**config.mk**
```make
export PLATFORM = sky130hd
export DESIGN_NAME = t_pulse_gen
export DESIGN_NICKNAME = d
export VERILOG_FILES = /design/src/rtl/t_pulse_gen.sv
export SDC_FILE = /design/constraint.sdc
export NUM_CORES = 1
export LEC_CHECK = 0
export CORE_MARGIN = 1.5
export CORE_UTILIZATION = 50
export CTS_BUF_LIST = sky130_fd_sc_hd__clkbuf_4 sky130_fd_sc_hd__clkbuf_8
export DETAILED_ROUTE_END_ITERATION = 8
export GPL_TIMING_DRIVEN = 0
export PLACE_DENSITY = 0.73
export SETUP_SLACK_MARGIN = 0.5
export SLEW_MARGIN = 10
export SYNTH_ARGS = -nofsm -noshare
export SYNTH_HDL_FRONTEND = slang
export SYNTH_SLANG_ARGS = --single-unit
```
**constraint.sdc**
```tcl
create_clock -name clk -period 1.76 [get_ports clk]
set_input_delay 0.176 -clock clk [delete_from_list [all_inputs] [get_ports clk]]
set_output_delay 0.176 -clock clk [all_outputs]
set_load 0.1 [all_outputs]
```
**src/rtl/t_pulse_gen.sv**
```systemverilog
// t_pulse_gen: push-button toggle-request generator.
// Synchronizes and debounces a raw button, then issues single-cycle `t`
// pulses (one per press, plus optional auto-repeat while held) for the
// negative-edge T flip-flop stage downstream. All state is updated on the
// rising clock edge, so `t` is stable across the following falling edge.
module t_pulse_gen #(
   parameter int unsigned DEBOUNCE_CYCLES = 4,
   parameter int unsigned REPEAT_DELAY    = 16,
   parameter int unsigned REPEAT_PERIOD   = 8,
   parameter int unsigned CNT_W           = 8
) (
   input  logic             clk,
   input  logic             rst_n,
   input  logic             btn,
   input  logic             repeat_en,
   output logic             t,
   output logic             btn_state,
   output logic [CNT_W-1:0] toggle_count
);

   localparam int unsigned DEB_W   = (DEBOUNCE_CYCLES > 1) ? $clog2(DEBOUNCE_CYCLES) : 1;
   localparam int unsigned TMR_MAX = (REPEAT_DELAY > REPEAT_PERIOD) ? REPEAT_DELAY : REPEAT_PERIOD;
   localparam int unsigned TMR_W   = $clog2(TMR_MAX);

   localparam logic [DEB_W-1:0] DEB_LAST    = DEB_W'(DEBOUNCE_CYCLES - 1);
   localparam logic [TMR_W-1:0] DELAY_LOAD  = TMR_W'(REPEAT_DELAY - 1);
   localparam logic [TMR_W-1:0] PERIOD_LOAD = TMR_W'(REPEAT_PERIOD - 1);

   typedef enum logic [1:0] {
      ST_IDLE,
      ST_ARMED,
      ST_REPEAT
   } state_e;

   logic             s1_d, s1_q;
   logic             s2_d, s2_q;
   logic [DEB_W-1:0] deb_cnt_d, deb_cnt_q;
   logic             btn_state_d, btn_state_q;
   logic             rise, fall;

   state_e           state_d, state_q;
   logic [TMR_W-1:0] timer_d, timer_q;
   logic             t_d, t_q;
   logic [CNT_W-1:0] cnt_d, cnt_q;

   // Synchronizer and debounce: accept s2 once it has differed from the
   // debounced level for DEBOUNCE_CYCLES consecutive edges.
   always_comb begin
      s1_d        = btn;
      s2_d        = s1_q;
      deb_cnt_d   = '0;
      btn_state_d = btn_state_q;
      rise        = 1'b0;
      fall        = 1'b0;
      if (s2_q != btn_state_q) begin
         if (deb_cnt_q == DEB_LAST) begin
            btn_state_d = s2_q;
            rise        = s2_q;
            fall        = ~s2_q;
         end else begin
            deb_cnt_d = deb_cnt_q + 1'b1;
         end
      end
   end

   // Synchronizer and debounce registers.
   always_ff @(posedge clk or negedge rst_n) begin
      if (!rst_n) begin
         s1_q        <= 1'b0;
         s2_q        <= 1'b0;
         deb_cnt_q   <= '0;
         btn_state_q <= 1'b0;
      end else begin
         s1_q        <= s1_d;
         s2_q        <= s2_d;
         deb_cnt_q   <= deb_cnt_d;
         btn_state_q <= btn_state_d;
      end
   end

   // Press/repeat FSM: the debounced edges are decoded combinationally so
   // the press pulse lands on the same edge btn_state rises. Release is
   // checked before timer expiry so it wins when both coincide.
   always_comb begin
      state_d = state_q;
      timer_d = timer_q;
      t_d     = 1'b0;
      cnt_d   = cnt_q;
      case (state_q)
         ST_IDLE: begin
            if (rise) begin
               t_d     = 1'b1;
               timer_d = DELAY_LOAD;
               state_d = ST_ARMED;
            end
         end
         ST_ARMED, ST_REPEAT: begin
            if (fall) begin
               state_d = ST_IDLE;
            end else if (!repeat_en) begin
               timer_d = DELAY_LOAD;
               state_d = ST_ARMED;
            end else if (timer_q == '0) begin
               t_d     = 1'b1;
               timer_d = PERIOD_LOAD;
               state_d = ST_REPEAT;
            end else begin
               timer_d = timer_q - 1'b1;
            end
         end
         default: begin
            state_d = ST_IDLE;
         end
      endcase
      if (t_d) begin
         cnt_d = cnt_q + 1'b1;
      end
   end

   // FSM, repeat timer, pulse and pulse-count registers.
   always_ff @(posedge clk or negedge rst_n) begin
      if (!rst_n) begin
         state_q <= ST_IDLE;
         timer_q <= '0;
         t_q     <= 1'b0;
         cnt_q   <= '0;
      end else begin
         state_q <= state_d;
         timer_q <= timer_d;
         t_q     <= t_d;
         cnt_q   <= cnt_d;
      end
   end

   assign t            = t_q;
   assign btn_state    = btn_state_q;
   assign toggle_count = cnt_q;

endmodule

```
==> results.toml, run 1 <==
[placed_design]
place_hpwl_um = 1310
io_buffers = 13
dp_cells = 130
pre_cts_ws_ns = -0.238
placed_area_um2 = 1210
globalplace.congestion = 0.757

[clock_network]
clkLatencyLatePin_ns = 0.30
clk_path_buf_depth = 2
path_clk_slew_ns = 0.11
cts_root_buf = "clkbuf_4"
ctsHtreeMaxLevel = 1
cts_hold_buf = 0
cts_buffers = 3
cts_tree = "built"
cts.sinks = 20

[setup_path]
crit_path_end_kind = "flip-flop"
cp_max_fo = 8
rr_worst_depth = 7
required_ns = 1.96
worstSetupPathType = "reg -> reg"
start_kind = "flip-flop"
worstPathArrival_ns = 2.16

[power]
p_per_area_nw_per_um2 = 1550
power.leakage_uw = 0.000573
p_switching_uw = 910
power.internal_uw = 1150
seq_power_share_pct = 33.8
swShare_pct = 44.1
pwr-share-comb_pct = 53.2
ir_drop_mv = 1.03
clockPowerShare_pct = 13.1
total_power_uw = 2060

[floorplan]
die_area_um2 = 2300
initial_core_util_pct = 52.5
coreArea_um2 = 1920
ios = 14
die_w_um = 47.9
fp-row-count = 16
die_y_um = 47.9

[synthesis]
synth-seq-cells = 20
synth_area_um2 = 1010
synth_warnings = 0
synth-seq-area-share_pct = 49.6
syn_area_per_cell_um2 = 11.2
syn_inst = 90
synth_nets = 100
synth_cell_types = 33

[timing]
max_freq_mhz = 511
fin_crit_sh_pct = 111
worst_slack_ns = -0.196
fin_crit_ns = 1.96
tightest_slew_ns = 0.866
hold_violations = 0
slew_headroom_pct = 42.1
clock_skew_ns = 0.00130
maxSlewViolCount = 0
setup_viol_count_final = 8
rsz0062_at_grt = "true"

[layout]
nFillCells = 161
final_cell_mix = "dfrtp_1, buf_4, xor2_1"
layoutNonFillerInstCount = 140
multi_input_area_um2 = 548
final_area_um2 = 1330
drive_above_1_share_pct = 35.4
regArea_um2 = 504
mostFrequentLayoutCell = "dfrtp_1"
antenna_cells = 0
nNetsFinal = 124
syn2layout_area_growth_pct = 31.8

[route]
drt-initial-drc-count = 10
viasPerCell = 5.29
ant_nets = 0
drt_pre_antenna_iters = 2
drc = 0
wire_per_inst_um = 13.1
vias = 741
routed_wirelength_um = 1840

[run_status]
violations = "setup timing"
status = "complete, but fails checks"

[global_routing]
track_usage_pct = 18.8
grt_pass1_wl_um = 2900
grt_pass1_vias = 678
grt_max_degree = 21
antenna_found_initial = 0
grt_overflow = 0

[hold_path]
hold_path_depth = 1
min-delay-path-class = "in -> reg"

[job]
drv_cap = 0
## logic make-up (layout without fill, tap and decap cells)
logic type,Yosys count,in the layout,synth area share [%]
compound gates,18,18,12.4
xor+xnor,8,8,6.94
fa+ha+maj,6,6,7.43
buf+inv,7,30,3.35
flops,20,20,49.6
mux,4,4,4.21
simple gates,27,27,16.1
## synthesized netlist by cell type, drive strengths merged
cell type	n	share of area [%]
o21bai	1	0.74
nor2b	2	1.2
nand3	4	2.0
o31ai	1	0.74
nor3	2	0.99
o41ai	1	0.87
a211oi	3	3.2
dfrtp	20	50
clkbuf	1	0.37
mux2i	2	2.0
o21ai	4	2.0
buf	1	1.1
nor3b	3	2.2
nor2	4	1.5
a21o	1	0.74
inv	5	1.9
a22o	1	0.87
and4	1	0.87
xnor2	1	0.87
nand2	6	2.5
and4b	1	0.99
xor2	7	6.1
ha	6	7.4
mux2	2	2.2
nand2b	1	0.62
a21boi	1	0.74
a21oi	5	2.5
and3b	1	0.87
or4b	2	2.4
## path summary, 6_finish.rpt
check / start / to / slack, ns
hold reg to reg: s1_q / s2_q / 0.36
hold / removal: btn / s1_q / 0.30
min in group asynchronous: rst_n / timer_q[2] / 0.35
max in group asynchronous: rst_n / btn_state / 0.78
setup reg to reg: state_q[1] / toggle_count[1] / -0.20
setup / recovery: state_q[1] / toggle_count[1] / -0.20
## metrics by stage
step                      setup TNS, ns  utilization [%]  hold WS, ns
after detailed placement          -1.29             63.0        0.338
after CTS                         -1.10             66.7        0.294
final                            -0.926             69.3        0.301
after floorplan                  -0.928                -       -0.120
after global routing              -1.70             69.3        0.282
after global placement            -1.03             63.0        0.338
## worst max-delay path, cell delays in order, from the launching register on
cell	delay, ns
dfrtp_1	0.41
inv_2	0.06
ha_4	0.27
nand3_1	0.09
or4b_4	0.49
buf_6	0.16
nand2_4	0.07
mux2_4	0.29
## layout make-up
class | instances | area share [%]
flip-flops and latches | 20 | 37.9
clock buffers | 4 | 2.73
multi-input cells | 63 | 41.2
inverters | 5 | 1.41
well taps | 27 | 2.54
plain buffers | 2 | 1.22
repair buffers | 19 | 13.1
## power by group through the flow
stage | Combinational, uW | Clock (uW) | Sequential (uW)
2_1_floorplan | 407 | 0 | 974
3_3_place_gp | 873 | 0 | 686
3_5_place_dp | 902 | 0 | 691
4_1_cts | 986 | 278 | 697
5_1_grt | 1180 | 290 | 715
6_report | 1100 | 269 | 697
## registers in the layout, summed over array words and instances, names as in the netlist
register / cells
state_q: 2
t: 1
toggle_count: 8
timer_q: 4
s2_q: 1
btn_state: 1
deb_cnt_q: 2
s1_q: 1
## routing by layer
metal,vias to the layer above,track usage [%],share of wire [%]
met3,3,4.53,2.6
met5,-,0,0
met1,365,24.1,45
li1,363,-,-
met4,0,6.49,1.3
met2,10,30.9,51
## what timing repair did
action,4_1_cts,5_1_grt
setup endpoints to repair,25,18
pin swaps,10,4
resized for setup,69,13
buffers inserted,2,4
(Power assumes the default switching activity.)
==> run 2, diff against run 1 <==
--- a/config.mk
+++ b/config.mk
@@ -12,7 +12,7 @@
 export GPL_TIMING_DRIVEN = 0
 export PLACE_DENSITY = 0.73
 export SETUP_SLACK_MARGIN = 0.5
-export SLEW_MARGIN = 10
+export SLEW_MARGIN = 20
 export SYNTH_ARGS = -nofsm -noshare
 export SYNTH_HDL_FRONTEND = slang
 export SYNTH_SLANG_ARGS = --single-unit
==> results of run 2 <==
No change in the layout: final DEF, timing and power equal those of run 1.
==> run 3, diff against run 2 <==
--- a/config.mk
+++ b/config.mk
@@ -6,11 +6,12 @@
 export NUM_CORES = 1
 export LEC_CHECK = 0
 export CORE_MARGIN = 1.5
-export CORE_UTILIZATION = 50
+export CORE_UTILIZATION = 43
 export CTS_BUF_LIST = sky130_fd_sc_hd__clkbuf_4 sky130_fd_sc_hd__clkbuf_8
 export DETAILED_ROUTE_END_ITERATION = 8
 export GPL_TIMING_DRIVEN = 0
-export PLACE_DENSITY = 0.73
+export HOLD_SLACK_MARGIN = 0.15
+export PLACE_DENSITY = 0.64
 export SETUP_SLACK_MARGIN = 0.5
 export SLEW_MARGIN = 20
 export SYNTH_ARGS = -nofsm -noshare
==> results.toml, run 3 (synthesis gave the netlist of run 1 again) <==
[route]
routed_wirelength_um = 1870
viasPerCell = 5.08
vias = 731
drt-initial-drc-count = 10
wire_per_inst_um = 13.0
ant_nets = 0
drc = 0
drt_pre_antenna_iters = 4

[floorplan]
fp-row-count = 17
die_y_um = 51.5
ios = 14
die_area_um2 = 2650
die_w_um = 51.5
coreArea_um2 = 2210
initial_core_util_pct = 45.6

[setup_path]
path_cells = "ha_2, and3b_2, or4b_4, buf_6, nand2_4, mux2_4"
slowest_delay_ns = 0.48
crit_path_end_kind = "flip-flop"
cp_max_fo = 8
worstPathArrival_ns = 2.09
crit_slowest_cell = "or4b_4"
worstSetupPathType = "reg -> reg"
start_kind = "flip-flop"
required_ns = 1.95

[run_status]
violations = "setup timing"
status = "complete, but fails checks"

[timing]
worst_slack_ns = -0.146
hold_violations = 0
slew_headroom_pct = 43.1
rsz0062_at_grt = "true"
clock_skew_ns = 0.00484
setup_viol_count_final = 9
fin_crit_sh_pct = 108
max_freq_mhz = 525
maxSlewViolCount = 0
fin_crit_ns = 1.91
tightest_slew_ns = 0.851

[clock_network]
path_clk_slew_ns = 0.11
cts_buffers = 3
cts_tree = "built"
cts_hold_buf = 0
cts.sinks = 20
clk_path_buf_depth = 2
cts_root_buf = "clkbuf_4"
clkLatencyLatePin_ns = 0.29
ctsHtreeMaxLevel = 1

[placed_design]
place_hpwl_um = 1320
dp_cells = 131
globalplace.congestion = 0.773
io_buffers = 13
pre_cts_ws_ns = -0.225

[layout]
largest_reg_flops = 8
syn2layout_area_growth_pct = 32.7
final_cell_mix = "dfrtp_1, buf_4, xor2_1"
antenna_cells = 0
mostFrequentLayoutCell = "dfrtp_1"
drive_above_1_share_pct = 37.1
nNetsFinal = 127
layoutNonFillerInstCount = 144

[hold_path]
min-delay-path-class = "in -> reg"

[power]
clockPowerShare_pct = 11.9
seq_power_share_pct = 34.2
p_per_area_nw_per_um2 = 1500
pwr-share-comb_pct = 53.9
total_power_uw = 2010
power.leakage_uw = 0.000569
power.internal_uw = 1110
swShare_pct = 44.6
p_switching_uw = 895
ir_drop_mv = 1.06

[global_routing]
track_usage_pct = 16.7
grt_pass1_vias = 767
grt_pass1_wl_um = 3310
antenna_found_initial = 0
grt_max_degree = 21
grt_overflow = 0

[job]
drv_cap = 0
run 3: changes by cell type in the layout (fill, tap and decap cells not counted), moves of 2 or more:
cell / change
buf_4: +6
o21ai_1: -3
buf_6: -2
clkbuf_4: +2
nor3b_1: +2
o21ai_0: +2
run 3: final cells by class:
class,instances,area [um^2]
fillers,194,872
multi-input cells,63,552
flip-flops and latches,20,504
repair buffers,22,184
well taps,28,35.0
clock buffers,4,30.0
inverters,5,18.8
plain buffers,2,16.3
run 3: repair_timing:
action	CTS	global route
pin swaps	8	1
endpoints found under the setup margin	25	19
endpoints found under the hold margin	0	0
resized for setup	70	8
setup buffers	7	2
run 3: final timing paths:
kind / slack, ns / from / endpoint / cells after the start
hold reg to reg: 0.36 / s1_q / s2_q / 0
setup reg to reg: -0.15 / deb_cnt_q[0] / toggle_count[1] / 6
max in group asynchronous: 0.79 / rst_n / btn_state / 1
hold / removal: 0.31 / btn / s1_q / 1
min in group asynchronous: 0.35 / rst_n / timer_q[2] / 1
setup / recovery: -0.15 / deb_cnt_q[0] / toggle_count[1] / 6
run 3: per-stage QoR:
step / area (um^2) / TNS (ns) / hold slack (ns) / util (%)
finish: 1340 / -0.769 / 0.311 / 60.6
detailed placement: 1210 / -1.23 / 0.335 / 54.8
floorplan: 1050 / -0.928 / -0.120 / -
CTS: 1300 / -0.865 / 0.301 / 58.9
global placement: 1210 / -1.16 / 0.336 / 54.8
global route: 1340 / -1.98 / 0.302 / 60.6
run 3: worst max-delay path, delay by kind of cell (launching register included):
| kind | cells | cell delay [ns] |
|---|---|---|
| adder cells (fa/ha/maj) | 1 | 0.19 |
| multiplexers | 1 | 0.29 |
| buffers and inverters | 1 | 0.16 |
| flip-flops | 1 | 0.42 |
| AND/OR/NAND/NOR | 3 | 0.74 |
run 3: routing by layer:
metal	part of all wire, %	global-route usage [%]
met1	47	21.2
met2	48	28.4
met3	4.1	3.51
met4	0.91	5.26
met5	0	0
run 3: power groups by stage:
stage / clock, uW / combinational [uW] / sequential, uW
finish: 239 / 1080 / 686
global route: 265 / 1170 / 707
CTS: 252 / 1030 / 684
detailed placement: 0 / 898 / 691
global placement: 0 / 878 / 685
floorplan: 0 / 407 / 974
